<file path="config.mk">
export PLATFORM = sky130hd
export DESIGN_NAME = lsu_byte_sequencer
export DESIGN_NICKNAME = d
export VERILOG_FILES = /design/src/rtl/lsu_byte_sequencer.sv
export SDC_FILE = /design/constraint.sdc
export NUM_CORES = 1
export LEC_CHECK = 0
export BUFFER_PORTS_ARGS = -buffer_cell sky130_fd_sc_hd__buf_2
export CORE_ASPECT_RATIO = 1.1
export CORE_MARGIN = 2
export CORE_UTILIZATION = 55
export CTS_CLUSTER_DIAMETER = 60
export DETAILED_ROUTE_END_ITERATION = 12
export PLACE_DENSITY = 0.92
export RECOVER_POWER = 100
export SLEW_MARGIN = 20
export SYNTH_ARGS = -nofsm -noshare
export SYNTH_HDL_FRONTEND = slang
export SYNTH_SLANG_ARGS = --single-unit
export TNS_END_PERCENT = 1
</file>
<file path="constraint.sdc">
create_clock -name clk -period 3.2 [get_ports clk]
set_clock_uncertainty 0.2 [all_clocks]
set_input_delay 0.48 -clock clk [delete_from_list [all_inputs] [get_ports clk]]
set_output_delay 0.48 -clock clk [all_outputs]
set_load 0.005 [all_outputs]
</file>
<file path="src/rtl/lsu_byte_sequencer.sv">
// MEM-stage load/store sequencer: splits byte/half/word requests into single-byte accesses
// on an 8-bit data memory, little-endian, and assembles/extends load results.
module lsu_byte_sequencer #(
   parameter int unsigned NBYTES_MAX = 4
) (
   input  logic        clk,
   input  logic        rst,
   input  logic        req_valid,
   output logic        req_ready,
   input  logic        req_write,
   input  logic [1:0]  req_size,
   input  logic        req_unsigned,
   input  logic [7:0]  req_addr,
   input  logic [31:0] req_wdata,
   output logic        resp_valid,
   output logic        resp_err,
   output logic [31:0] resp_rdata,
   output logic        mem_we,
   output logic [7:0]  mem_addr,
   output logic [7:0]  mem_wdata,
   input  logic [7:0]  mem_rdata
);

   localparam int unsigned CW = (NBYTES_MAX > 1) ? $clog2(NBYTES_MAX) : 1;
   localparam int unsigned DW = 8 * NBYTES_MAX;

   typedef enum logic [1:0] {StIdle, StAccess, StResp} state_e;

   state_e          state_q, state_d;
   logic [CW-1:0]   cnt_q, cnt_d;
   logic            write_q, write_d;
   logic [1:0]      size_q, size_d;
   logic            uns_q, uns_d;
   logic [7:0]      addr_q, addr_d;
   logic [DW-1:0]   wdata_q, wdata_d;
   logic [DW-1:0]   ld_q, ld_d;
   logic            err_q, err_d;
   logic [31:0]     rdata_q, rdata_d;

   logic [CW-1:0]   last_cnt;
   logic [CW+2:0]   lane_bit;
   logic            req_bad;
   logic [31:0]     ld_word;

   assign lane_bit = {cnt_q, 3'b000};
   assign req_bad  = (req_size == 2'b11) ||
                     (req_size == 2'b01 && req_addr[0]) ||
                     (req_size == 2'b10 && req_addr[1:0] != 2'b00);

   always_comb begin
      case (size_q)
         2'b00:   last_cnt = '0;
         2'b01:   last_cnt = CW'(1);
         default: last_cnt = CW'(NBYTES_MAX - 1);
      endcase
   end

   always_comb begin
      state_d = state_q;
      cnt_d   = cnt_q;
      write_d = write_q;
      size_d  = size_q;
      uns_d   = uns_q;
      addr_d  = addr_q;
      wdata_d = wdata_q;
      ld_d    = ld_q;
      err_d   = err_q;
      rdata_d = rdata_q;
      ld_word = '0;
      unique case (state_q)
         StIdle: begin
            if (req_valid) begin
               write_d = req_write;
               size_d  = req_size;
               uns_d   = req_unsigned;
               addr_d  = req_addr;
               wdata_d = DW'(req_wdata);
               cnt_d   = '0;
               ld_d    = '0;
               err_d   = req_bad;
               if (req_bad) begin
                  rdata_d = '0;
                  state_d = StResp;
               end else begin
                  state_d = StAccess;
               end
            end
         end
         StAccess: begin
            if (!write_q) begin
               ld_d[lane_bit +: 8] = mem_rdata;
            end
            if (cnt_q == last_cnt) begin
               state_d = StResp;
               // Result is registered here so it stays stable after the response pulse.
               ld_word = 32'(ld_d);
               if (write_q) begin
                  rdata_d = '0;
               end else begin
                  case (size_q)
                     2'b00:   rdata_d = {{24{~uns_q & ld_word[7]}}, ld_word[7:0]};
                     2'b01:   rdata_d = {{16{~uns_q & ld_word[15]}}, ld_word[15:0]};
                     default: rdata_d = ld_word;
                  endcase
               end
            end else begin
               cnt_d = cnt_q + CW'(1);
            end
         end
         StResp: begin
            state_d = StIdle;
         end
         default: begin
            state_d = StIdle;
         end
      endcase
   end

   always_ff @(posedge clk or negedge rst) begin
      if (!rst) begin
         state_q <= StIdle;
         cnt_q   <= '0;
         write_q <= 1'b0;
         size_q  <= '0;
         uns_q   <= 1'b0;
         addr_q  <= '0;
         wdata_q <= '0;
         ld_q    <= '0;
         err_q   <= 1'b0;
         rdata_q <= '0;
      end else begin
         state_q <= state_d;
         cnt_q   <= cnt_d;
         write_q <= write_d;
         size_q  <= size_d;
         uns_q   <= uns_d;
         addr_q  <= addr_d;
         wdata_q <= wdata_d;
         ld_q    <= ld_d;
         err_q   <= err_d;
         rdata_q <= rdata_d;
      end
   end

   // Memory strobes come from registered state only.
   always_comb begin
      mem_we    = 1'b0;
      mem_addr  = '0;
      mem_wdata = '0;
      if (state_q == StAccess) begin
         mem_we   = write_q;
         mem_addr = addr_q + 8'(cnt_q);
         if (write_q) begin
            mem_wdata = wdata_q[lane_bit +: 8];
         end
      end
   end

   assign req_ready  = (state_q == StIdle);
   assign resp_valid = (state_q == StResp);
   assign resp_err   = (state_q == StResp) && err_q;
   assign resp_rdata = rdata_q;

endmodule

</file>
# After elaboration in Yosys (flattened, before gate mapping)
# Cells that the tools add are included.
totals:
  regBits: 113
  input_bits: 55
  out_inout_bits: 52
op_classes:
  add_sub_neg: 3
  eq_ne: 11
  shifts: 3
  muxes: 23
  n_bitwise: 3
  n_reduce_logical: 14
ops:
  columns: ["cell", "n"]
  rows:
  - ["$mux 32", 7]
  - ["$pmux 32 s2", 3]
  - ["$bwmux 32", 1]
  - ["$shift 8x7->32 const A", 1]
  - ["$shiftx 32x6->8", 1]
  - ["$shiftx 8x7->32", 1]
  - ["$mux 8", 3]
  - ["$pmux 2 s2", 3]
  - ["$mux 2", 5]
  - ["$add 8x2->8", 1]
  - ["$neg 5->7", 1]
  - ["$eq 2x1->1 const B", 3]
  - ["$eq 2x2->1 const B", 3]
  - ["$ne 2x2->1 const B", 3]
  - ["$reduce_and 2->1", 3]
  - ["$logic_not 2->1", 2]
  - ["$reduce_and 4->1", 1]
  - ["$reduce_bool 2->1", 2]
  - ["$logic_and 1x1->1", 3]
  - ["$reduce_and 3->1", 1]
  - ["$add 2x1->2 const B", 1]
  - ["$and 1x1->1", 2]
  - ["$eq 2x2->1", 1]
  - ["$logic_or 1x1->1", 2]
  - ["3 further kinds", 3]

# Depth between registers and ports, before layout
# Gate-level depths: netlist of run 1.
logic_depth:
  depth_word: 10
  mapped_depth: 9
  ltp_nobuf: 6

# Worst setup path before layout of run 1
# OpenSTA, ideal clock, no wires.
synth_path:
  path_kind: "reg2reg"
  from: "register cnt_q[0]"
  to: "register rdata_q[21], in the netlist resp_rdata[21]"
  setup_ns: 0.067
  arrival_ns: 2.265
  setup_slack_ns: 0.668
  stages_incl_launch_ff: 9
  synth_period_minus_slack_ns: 2.532
  cell_sequence: "dfrtp_1 buf_6 clkinv_1 ha_1 nor2b_1 a32oi_1 o311ai_2 buf_2 a32o_1"
synth_via:
  elab_chain_len: 10
  elab_cells_between_ends: 15
synth_lines:
  columns: ["item", "line", "text"]
  rows:
  - ["from (decl)", "30", "logic [CW-1:0] cnt_q, cnt_d;"]
  - ["from (signal assigned)", "133", "cnt_q <= cnt_d;"]
  - ["$neg 5->7", "91", "ld_d[lane_bit +: 8] = mem_rdata;"]
  - ["$shiftx 8x7->32 or $shift 8x7->32 (tied branches)", "91", null]
  - ["$bwmux 32", "91", null]
  - ["$mux 32", "90", "if (!write_q) begin"]
  - ["$mux 32", "70", "unique case (state_q)"]
  - ["$and 1x1->1, on equally long branches", "102, 101", null]
  - ["$pmux 32 s2", "100", "case (size_q)"]
  - ["$mux 32", "97", "if (write_q) begin"]
  - ["$mux 32", "93", "if (cnt_q == last_cnt) begin"]
  - ["$pmux 32 s2", "70", null]
  - ["to (signal assigned)", "141", "rdata_q <= rdata_d;"]
  - ["to (decl)", "38", "logic [31:0] rdata_q, rdata_d;"]
# Parallel ways exist; a longest one is shown, timed or not. The select of a mux whose other input is x is not followed.
# A chain may end at the register's enable or synchronous reset.

# Worst setup path after layout of run 1
layout_path:
  from: "register cnt_q[0]"
  to: "output mem_addr[6]"
layout_via:
  elab_chain_len: 2
layout_lines:
  columns: ["item", "line", "text"]
  rows:
  - ["$add 8x2->8", "152", "mem_addr = addr_q + 8'(cnt_q);"]
  - ["$mux 8", "150", "if (state_q == StAccess) begin"]
  - ["to (decl)", "19", "output logic [7:0] mem_addr,"]
# No other way between the ends.

==> out/summary.md, run 1 <==
The max-slew violation count is 0. Sorting the synthesized cells by area gives the leading types as sky130_fd_sc_hd__dfrtp_1 52%, sky130_fd_sc_hd__mux2_2 9.8%, sky130_fd_sc_hd__a22o_1 5.0%. The initial antenna violation count is 0, and the number of enable flip-flop cells after synthesis is 0. The combined global-route utilization of all metal layers was 0.286; the setup TNS after final layout was 0 ps. The clock tree synthesis step divided the H-tree into 4 levels. Detailed placement ended at an HPWL of 9.47 mm.

Setup repair after global routing left no endpoint under its margin. The worst voltage drop across the vdd grid was 493 uV. Maximum buffer depth of the clock tree: 2. Counting flops and latches in the post-synthesis netlist gives 113. In the post-synthesis netlist, the cell with the most instances is sky130_fd_sc_hd__dfrtp_1.

The logs give 311 for the violation count after the first detailed-route iteration and 0 for the number of endpoints failing setup at the final stage. The slowest stage of the critical path belongs to the cell sky130_fd_sc_hd__fa_1. Relative to the synthesized area, the layout overhead comes to 25.6%. The most used flip-flop cell after synthesis is sky130_fd_sc_hd__dfrtp_1. Walking the worst path, the cells encountered are buf_4 -> ha_1 -> fa_1 -> nand3_1 -> xor2_1 -> nor2_1 -> clkbuf_1. The relative slew slack is 0.118, and the mean number of vias per cell is 6.30. Total power of the final layout: 0.00650 W. Category of the critical setup timing path: reg -> out. For the number of buffers added by the clock tree synthesis step, the log shows 17. Static timing analysis puts the maximum clock frequency at 0.332 GHz. The proportion of register bits with asynchronous set or reset after synthesis came out at 1.00.

The final cell count without fillers is 699, and the final design utilization is 0.720. The die area is 0.0106 mm2. Peak per-stage delay on the critical path: 420 ps.

107 I/O pins were placed. The areal power density over the cells was 956 mW/mm2; the final number of hold-violating endpoints was 0. The share of post-route cells with drive strength above 1 is 0.308. Type of the worst min-delay path: in -> reg. CTS saw 113 sinks. Clock tree synthesis selected as its root buffer the cell sky130_fd_sc_hd__clkbuf_8. The run gives 14.7 mm as the total wirelength of the detailed-routed design.

Synthesis handed over a netlist of 444 instances. The via count of the first global-routing pass was 4615; the final weighted congestion in routability-driven placement was 0.939. Before antenna repair, the detailed router went through 7 iterations. After synthesis the cells add up to 0.00541 mm2.

At the pin with the least slew margin, the transition time is 1320 ps. TritonCTS built the clock tree. Max-cap violations in this run came to 0. Sequential cell area fraction in the yosys report: 0.523.

The top-area cell type share of the netlist area was 0.523; the number of remaining DRC errors was 0. The region available for standard cell placement spans 0.00944 mm2. The clock reaches the later pin of the worst-skew pair after 510 ps. The logs give 2330 ps for the worst endpoint data arrival time and 3.15 nW for the leakage power figure.

The startpoint kind of the worst setup timing path was a flip-flop. The routed layout has 4406 vias. The endpoint kind of the worst setup timing path is an output port. Library cell with the largest summed area after synthesis: sky130_fd_sc_hd__dfrtp_1.

The floorplan step set the die height to 108 um. STA puts the critical path data required time at 2520 ps. Sorting the synthesized cells by how often they occur yields 113 x sky130_fd_sc_hd__dfrtp_1, 47 x sky130_fd_sc_hd__mux2_2, 31 x sky130_fd_sc_hd__a22o_1, 25 x sky130_fd_sc_hd__nand2_1, 23 x sky130_fd_sc_hd__a32o_1.

Post-cts repair resize count: 0. Residual antenna-violating net count after detailed routing: 0. The routed wirelength normalized by instance count works out to 21.0 um. The row count is 37, and the die extent in x is 98.6 um. The run finished with clean final reports. For this run the aggregate overflow at the end of global routing stands at 0. In the final design database the tool counted 632 nets. A synthesized cell averages 12.2 um2. After clock tree synthesis, the clock-pin slew on the worst setup and hold paths is 60 ps.

After clock tree synthesis, the setup repair step added 0 buffers. The synthesis warning total is 0, and the share of the clock period used by the worst path is 0.942. In this run the tool buffered the top-level ports with 106 buffer cells. When the netlist entered floorplanning its net count stood at 507. 0 antenna diodes ended up in the layout. In this run, placement finished with an instance count of 644. The routed design could run at a clock period as short as 3010 ps.

The first global-routing pass estimated 23.5 mm of wire. Of all nets on the critical path, the largest fanout is 26. The run gives 0.573 as the initial core utilization. The number of distinct library cell variants in the gate-level netlist after synthesis is 47, and the pin count of the biggest net entering global routing is 60.
-- routing by layer --
metal | vias up | track usage | part of all wire
li1 | 1908 | - | -
met1 | 2180 | 0.352 | 0.38
met2 | 271 | 0.483 | 0.50
met3 | 47 | 0.0750 | 0.078
met4 | 0 | 0.121 | 0.033
met5 | - | 0 | 0
-- cells by family after synthesis --
kind of cell,synth area share
flops,0.523
xor+xnor,0.0113
fa+ha+maj,0.0199
buf+inv,0.0381
compound gates,0.167
mux,0.147
simple gates,0.0943
-- flip-flops by register name, summed over array words and instances, names as in the netlist --
register,count
cnt_q,2
wdata_q,32
write_q,1
addr_q,8
uns_q,1
resp_rdata,32
err_q,1
state_q,2
ld_q,32
size_q,2
-- placed cells by master, fill, tap and decap left out, types with 8 or more instances in the layout --
master / n
sky130_fd_sc_hd__a22o_1: 31
sky130_fd_sc_hd__dlygate4sd3_1: 23
sky130_fd_sc_hd__and3_1: 9
sky130_fd_sc_hd__clkbuf_16: 16
sky130_fd_sc_hd__a21oi_1: 17
sky130_fd_sc_hd__buf_2: 85
sky130_fd_sc_hd__mux4_2: 8
sky130_fd_sc_hd__mux2_2: 45
sky130_fd_sc_hd__clkbuf_1: 23
sky130_fd_sc_hd__o311ai_0: 8
sky130_fd_sc_hd__nand3_1: 11
sky130_fd_sc_hd__nand2b_1: 16
sky130_fd_sc_hd__a32o_1: 23
sky130_fd_sc_hd__inv_1: 13
sky130_fd_sc_hd__o211ai_1: 8
sky130_fd_sc_hd__nor2_1: 15
sky130_fd_sc_hd__nand2_1: 25
sky130_fd_sc_hd__dfrtp_1: 113
-- repair_timing --
action	in CTS	in global routing
setup endpoints to repair	0	0
endpoints found under the hold margin	76	0
hold buffers	23	0
-- cell type report --
cell class / count / area, um2
clock buffer: 18 / 418
multi-input combinational: 285 / 2360
tap: 117 / 146
fill: 691 / 2650
clock inverter: 14 / 204
inverter: 14 / 52.6
sequential: 113 / 2830
timing repair buffer: 138 / 791
-- critical path: cells and delay by family (launching register included) --
kind          cells  cell delay, ps
flops             1             380
simple gates      2             180
fa+ha+maj         2             700
buf+inv           2             390
xor+xnor          1             170
-- final timing paths --
path / end / startpoint / slack, ps / cells after the start
max in group asynchronous: size_q[0]$_DFFE_PN0P_ / rst / 670 / 3
hold reg to reg: resp_rdata[8]$_DFFE_PN0P_ / resp_rdata[8]$_DFFE_PN0P_ / 280 / 1
hold / removal: wdata_q[22]$_DFFE_PN0P_ / req_wdata[22] / 10 / 2
setup reg to reg: resp_rdata[0]$_DFFE_PN0P_ / state_q[1]$_DFFE_PN0P_ / 210 / 6
setup / recovery: mem_addr[6] / cnt_q[0]$_DFFE_PN0P_ / 190 / 7
min in group asynchronous: resp_rdata[5]$_DFFE_PN0P_ / rst / 590 / 2
-- stage by stage --
stage / hold WS [ps] / setup WS (ps) / instance area [um2]
5_1_grt: 0.124 / 59.5 / 6800
2_1_floorplan: -15.6 / 668 / 5410
3_5_place_dp: 275 / 470 / 6020
3_3_place_gp: 270 / 620 / 6020
6_report: 9.74 / 186 / 6800
4_1_cts: 2.98 / 161 / 6870
-- where the power goes --
part           switching, W  total [W]  internal, W  leakage, nW
Combinational       0.00118    0.00223      0.00105         1.38
Clock              0.000717    0.00200      0.00128        0.305
Sequential         0.000391    0.00227      0.00188         1.47
Power figures use the tool's default switching activity.
==> inputs of run 2 (changes only) <==
--- a/config.mk
+++ b/config.mk
@@ -8,10 +8,10 @@
 export BUFFER_PORTS_ARGS = -buffer_cell sky130_fd_sc_hd__buf_2
 export CORE_ASPECT_RATIO = 1.1
 export CORE_MARGIN = 2
-export CORE_UTILIZATION = 55
+export CORE_UTILIZATION = 50
 export CTS_CLUSTER_DIAMETER = 60
 export DETAILED_ROUTE_END_ITERATION = 12
-export PLACE_DENSITY = 0.92
+export PLACE_DENSITY = 0.88
 export RECOVER_POWER = 100
 export SLEW_MARGIN = 20
 export SYNTH_ARGS = -nofsm -noshare
==> constraint.sdc (replaced) <==
create_clock -name clk -period 2.4 [get_ports clk]
set_clock_uncertainty 0.2 [all_clocks]
set_input_delay 0.36 -clock clk [delete_from_list [all_inputs] [get_ports clk]]
set_output_delay 0.36 -clock clk [all_outputs]
set_load 0.005 [all_outputs]
==> run 2 against run 1 <==
Effect of this change:
- the flow now finishes with violations (setup timing)
- clock-buffer cell count increased by 5
- power increased by 41%
- register-to-register slack got worse by 180 ps
- setup slack got worse by 360 ps
- first-iteration DRC count decreased by 1.3%
- critical path type unchanged
- largest cell class unchanged
- largest power group is now combinational logic
==> out/summary.md, run 2 (synthesized netlist as in run 1, its figures left out) <==
The flow ran to the end, but the final reports show violations. The checks that failed: setup timing. The run gives 0.518 as the initial core utilization. In this run the worst hold path is classified as in -> reg.

Power comes to 0.00913 W. The depth of the most critical reg-to-reg path was 7; the number of endpoints failing setup at the final stage was 15. Endpoint of the worst hold-timing path: addr_q[1]$_DFFE_PN0P_. The max-slew violation count was 0; the final weighted congestion in routability-driven placement was 0.916.

The logs give 0.280 for the combined global-route utilization of all metal layers and 0.701 for the final design utilization. Clock latency on the worst-skew pair, taken at its later pin, is 410 ps. The tools report the met1 layer usage reported by global route as 0.334. The tools report the source of the worst register-to-register timing path as cnt_q[0]$_DFFE_PN0P_. The worst endpoint data arrival time was 2020 ps. In this run the static leakage power is 3.35 nW.

TritonCTS built the clock tree. The run gives 113 as the CTS sink count. The initialized floorplan defines 39 standard-cell rows.

The floorplan step defined a die boundary enclosing 0.0117 mm2. After detailed routing, the number of vias per cell comes to 6.02. The number of diodes is 0. In this run the critical register-to-register path is captured at resp_rdata[29]$_DFFE_PN0P_. The post-layout minimum cycle time is 2580 ps. The iteration count of the initial detailed-routing pass was 5; the overall die height was 113 um. Clock root buffer: sky130_fd_sc_hd__clkbuf_16.

The net count of the finished layout is 670. The tools report the endpoint kind of the worst setup timing path as an output port. The startpoint kind of the worst setup timing path was a flip-flop. The H-tree depth was 4. The run gives 0.0766 as the met3 global-route usage.

The total area inside the core boundary comes to 0.0104 mm2. The placed wire-length estimate after detailed placement came out at 9.55 mm. The logs give 689 for the number of placed cells counting well taps and 0 for the final number of hold-violating endpoints.

The top cell types in the final layout, fill and taps aside, are 112 x sky130_fd_sc_hd__dfrtp_1, 83 x sky130_fd_sc_hd__buf_2, 47 x sky130_fd_sc_hd__mux2_2, 42 x sky130_fd_sc_hd__dlygate4sd3_1, 31 x sky130_fd_sc_hd__a22o_1. The tools report the count of max-cap constraint violations as 0. The worst hold path startpoint is req_addr[1]. Initial antenna violation count: 0.

The busiest layer in global routing was met2. The data required time of the critical path was 1840 ps. The share of post-route cells with drive strength above 1 is 0.352. The via count of the first global-routing pass is 4949, and the number of placed I/O pins is 107. The routed wirelength normalized by instance count is 20.3 um. Clock-pin slew was measured on the worst setup and hold paths at 50 ps. The worst hold path was traced through 2 stages. The global-route wire length before repair is 24.8 mm, and the total wirelength of the detailed-routed design is 15.5 mm. The tightest hold margin was 18.1 ps; the critical-path maximum fanout was 8. Global-route met2 utilization: 0.471. Category of the critical setup timing path: reg -> out. The remaining global-route overflow was 0; the area added between synthesis and finish was 35.2%. The worst-case IR drop observed on VDD is 693 uV. The actual transition at the worst max-transition pin was 1390 ps.

Setup repair after global routing could not meet its margin everywhere. The maximum clock frequency came out at 0.388 GHz. Share of the clock period used by the worst path: 1.07.

The count of input and output buffers was 106. The maximum buffer depth of the clock tree was 2. The run gives 0.0736 as the relative slew slack. The worst path setup slack after routing is -177 ps. The run gives 763 as the final cell count without fillers. From left edge to right edge, the die measures 103 um.

The residual antenna-violating net count after detailed routing is 0. The tools report the register-to-register setup slack as 30 ps. The most frequent standard cell in the layout excluding fill and tap cells was sky130_fd_sc_hd__dfrtp_1. In the routed design, unresolved DRC markers number 0.

The violation count after the first detailed-route iteration came out at 307. The run gives 737 as the total of fill cells in the finished design. The run gives 65 as the pin count of the biggest net entering global routing.

The number of buffers added by the clock tree synthesis step was 17; the areal power density over the cells was 1250 mW/mm2. The detailed router placed 4596 vias in this run.
[run 2: changes by cell type in the layout (fill, tap and decap cells not counted), sizes merged, moves of 2 or more]
cell / change
clkinv: -2
dlygate4sd3: +19
inv: -4
buf: +23
clkinvlp: +2
[run 2: worst max-delay path by stage]
stage | from | endpoint | depth (start not counted) | slack [ps]
3_3_place_gp | cnt_q[0]$_DFFE_PN0P_ | resp_rdata[21]$_DFFE_PN0P_ | 6 | -40
2_1_floorplan | cnt_q[1]$_DFFE_PN0P_ | resp_rdata[23]$_DFFE_PN0P_ | 8 | 1
6_report | cnt_q[0]$_DFFE_PN0P_ | mem_addr[6] | 7 | -180
3_5_place_dp | cnt_q[0]$_DFFE_PN0P_ | resp_rdata[21]$_DFFE_PN0P_ | 6 | -160
5_1_grt | cnt_q[0]$_DFFE_PN0P_ | mem_addr[4] | 7 | -260
4_1_cts | cnt_q[0]$_DFFE_PN0P_ | mem_addr[4] | 7 | -150
[run 2: through the flow]
| step | worst slack (ps) | cell area, um2 | setup TNS [ps] |
|---|---|---|---|
| finish | -177 | 7320 | -1570 |
| global placement | -40.5 | 6220 | -634 |
| floorplan | 1.19 | 5420 | 0 |
| detailed placement | -161 | 6220 | -2350 |
| global route | -258 | 7320 | -5580 |
| CTS | -147 | 7340 | -1440 |
[run 2: per-layer routing]
metal  share of wire  vias to the layer above  wire, um
met2            0.51                      259      7950
li1                -                     1988         -
met3           0.079                       50      1230
met5               0                        -         0
met4           0.031                        0       484
met1            0.38                     2299      5840
[run 2: what timing repair did]
item,CTS,global route
endpoints found under the setup margin,31,54
pin swaps,3,4
hold buffers,42,0
gates resized for setup,15,4
endpoints found under the hold margin,64,0
buffers inserted,0,0
[run 2: cell type report]
type                    count  area (um2)  area share
repair buffers            176        1200       0.163
flip-flops and latches    113        2830       0.387
inverters                  14        53.8     0.00735
clock inverters             9         129      0.0176
clock buffers              23         488      0.0667
well taps                 143         179      0.0244
multi-input cells         285        2440       0.334
[run 2: critical path, cell delays in order (launching register included)]
cell and delay [ps]:
sky130_fd_sc_hd__dfrtp_1 400, sky130_fd_sc_hd__buf_6 160, sky130_fd_sc_hd__ha_4 170, sky130_fd_sc_hd__fa_2 400, sky130_fd_sc_hd__nand3_2 100, sky130_fd_sc_hd__xor2_1 180
sky130_fd_sc_hd__nor2_1 70, sky130_fd_sc_hd__buf_2 130
[run 2: where the power goes]
part           total [W]  internal, W  switching (W)  leakage, nW
clock            0.00261      0.00174       0.000871        0.299
combinational    0.00351      0.00174        0.00177         1.58
sequential       0.00301      0.00251       0.000501         1.46
==> inputs of run 3 (changes only) <==
--- a/config.mk
+++ b/config.mk
@@ -11,7 +11,7 @@
 export CORE_UTILIZATION = 50
 export CTS_CLUSTER_DIAMETER = 60
 export DETAILED_ROUTE_END_ITERATION = 12
-export PLACE_DENSITY = 0.88
+export PLACE_DENSITY_LB_ADDON = 0.1
 export RECOVER_POWER = 100
 export SLEW_MARGIN = 20
 export SYNTH_ARGS = -nofsm -noshare
==> run 3 against run 2 <==
Effect of this change:
- clock-buffer cell count unchanged
- sequential share of layout area fell by 0.11 points
- power fell by 2.7%
- first-iteration DRC count shrank 27%
- setup slack improved by 100 ps
- wire length fell by 11%
- clock power decreased by 6%
- register-to-register slack worse by 100 ps
- largest power group unchanged
- the run still ends with setup timing left
==> out/summary.md, run 3 (synthesized netlist as in run 1, its figures left out) <==
The die area was 0.0117 mm2; the part of the total power dissipated in the clock network was 0.276. The number of buffers and inverters on the critical path is 2. The share of post-route cells with drive strength above 1 works out to 0.368.

Final hold analysis gives a worst-case slack of 7.01 ps. The worst path in the final design needs a cycle of 2480 ps, including I/O delays and setup. In the layout the commonest cells are 112 x sky130_fd_sc_hd__dfrtp_1, 79 x sky130_fd_sc_hd__buf_2, 46 x sky130_fd_sc_hd__mux2_2, 41 x sky130_fd_sc_hd__dlygate4sd3_1, 31 x sky130_fd_sc_hd__a22o_1. In this run, the number of DRC markers left after iteration 0 of detailed routing was 225. The total core area was 0.0104 mm2. The total wirelength of the detailed-routed design is 13.7 mm. The net count of the finished layout is 673. Adding up every negative setup slack in the final design gives -708 ps. Buffers placed on the I/O ports in this run total 106. For this run, design rule violations remaining after detail routing come to 0.

The net switching fraction of the power works out to 0.330. Leaving out fill and tap cells, the most frequent cell in the layout is sky130_fd_sc_hd__dfrtp_1. The tools report the final number of hold-violating endpoints as 0. For the combined global-route utilization of all metal layers, the log shows 0.257. TritonCTS built the clock tree. The actual transition at the worst max-transition pin is 759 ps.

The startpoint kind of the worst setup timing path is a flip-flop. The run gives 689 as the number of placed cells counting well taps. The worst setup path is captured at an output port. The final design utilization was 0.703; the routed wirelength normalized by instance count was 18.0 um. The clock network latency to the later pin of the worst-skew pair was 410 ps; the critical-path maximum fanout was 3. Summed over all layers, the global routing overflow is 0. The run gives 0 as the max-slew violation count. The residual antenna-violating net count after detailed routing is 0, and the power spent charging and discharging nets is 0.00293 W. The logs give 0.518 for the initial core utilization and 4487 for the via count of the first global-routing pass. The number of buffers added by the clock tree synthesis step was 17. The type of the worst min-delay path was in -> reg. The HPWL after detailed placement is 9.09 mm.

The routed layout has 4299 vias. Walking the worst path, the cells encountered are buf_6 -> ha_4 -> fa_2 -> nand3_2 -> xor2_1 -> nor2_1 -> buf_2. The logs give 0 for the number of diodes and 113 for the CTS sink count.

The cell-internal power is 0.00595 W. The final reports fail on setup timing. The relative slew slack is 0.494, and the share of the clock period used by the worst path is 1.03. Maximum clock frequency: 0.404 GHz. The H-tree depth was 4; the data required time of the critical path was 1840 ps. The flow ran to the end, but the final reports show violations. Setup violations remaining at the end of the flow were counted as 20. The worst path setup slack after routing is -77.0 ps. STA puts the critical path data arrival time at 1920 ps. The kind of cell with the highest combined delay on the critical path is adder cells. The area added between synthesis and finish was 35.6%. Clock transition at the register clock pins on the worst setup and hold paths after CTS: 50 ps. The tools report the worst voltage drop across the vdd grid as 772 uV. The run gives 0.328 as the sequential share of power.

The slowest stage of the critical path belongs to the cell sky130_fd_sc_hd__fa_2. The run gives 2 as the maximum buffer depth of the clock tree. The final instance area is 0.00734 mm2. The critical path is of the reg -> out type. Max-cap violations in this run came to 0. The global-route wire length before repair is 22.7 mm, and the final weighted congestion in routability-driven placement is 0.910. In this design, the stage delay of the slowest critical-path cell is 400 ps.

The area of placed instances is 0.00624 mm2. Clock tree synthesis selected as its root buffer the cell sky130_fd_sc_hd__clkbuf_16. In this run the static leakage power is 3.34 nW.

The tools report the row count as 39. For the number of placed I/O pins, the log shows 107. The pre-antenna-repair detailed-routing pass consisted of 5 iterations.

The final cell count without fillers is 763, and the overall die height is 113 um. From left edge to right edge, the die measures 103 um. Setup repair after global routing could not meet its margin everywhere. Entering global routing, the biggest net connects 64 pins. Dividing total power by cell area gives a power density of 1210 mW/mm2. The mean number of vias per cell is 5.63. After filler insertion, the fill cell instance count of the layout stands at 782. Fraction of power consumed by combinational cells: 0.396.

The initial antenna violation count was 0.
-- run 3: cell count changes in the layout (fill, tap and decap cells not counted), sizes merged --
cell,before,now
clkinvlp,2,0
dlygate4sd3,42,41
clkbuf,45,49
bufinv,3,2
-- run 3: worst paths after layout --
check	start	to	slack (ps)	cells after the start
max	cnt_q[0]$_DFFE_PN0P_	mem_addr[6]	-80	7
min	req_wdata[8]	wdata_q[8]$_DFFE_PN0P_	7	2
max reg2reg	cnt_q[0]$_DFFE_PN0P_	resp_rdata[3]$_DFFE_PN0P_	-70	7
min reg2reg	resp_rdata[11]$_DFFE_PN0P_	resp_rdata[11]$_DFFE_PN0P_	280	1
max in group asynchronous	rst	ld_q[28]$_DFFE_PN0P_	360	3
min in group asynchronous	rst	wdata_q[12]$_DFFE_PN0P_	410	2
-- run 3: through the flow --
stage                     power (W)  worst slack, ps
after global placement      0.00610              153
after global routing        0.00944             -150
after CTS                   0.00895            -72.5
final                       0.00888            -77.0
after detailed placement    0.00620              112
after floorplan             0.00508             1.19
-- run 3: layout make-up --
type,count,area [um2],area share
multi-input combinational,285,2470,0.336
clock buffer,23,498,0.0679
tap,143,179,0.0244
sequential,113,2830,0.386
timing repair buffer,179,1230,0.168
inverter,14,53.8,0.00733
clock inverter,6,80.1,0.0109
-- run 3: timing repair --
item,CTS,global route
hold buffers,41,0
buffers inserted,4,0
pin swaps,5,3
hold endpoints to repair,67,0
endpoints found under the setup margin,15,69
gates resized for setup,28,12
-- run 3: power by group through the flow --
| stage | clock network, W | logic, W | registers [W] |
|---|---|---|---|
| final | 0.00245 | 0.00352 | 0.00292 |
| after global routing | 0.00257 | 0.00386 | 0.00300 |
| after CTS | 0.00247 | 0.00357 | 0.00291 |
| after detailed placement | 0 | 0.00328 | 0.00292 |
| after global placement | 0 | 0.00322 | 0.00288 |
| after floorplan | 0 | 0.00226 | 0.00282 |
-- run 3: metal layers --
layer	GRT usage	wire [um]	vias to the layer above
met1	0.330	5520	2095
met5	0	0	-
li1	-	-	1994
met3	0.0500	813	33
met2	0.417	6970	177
met4	0.122	426	0
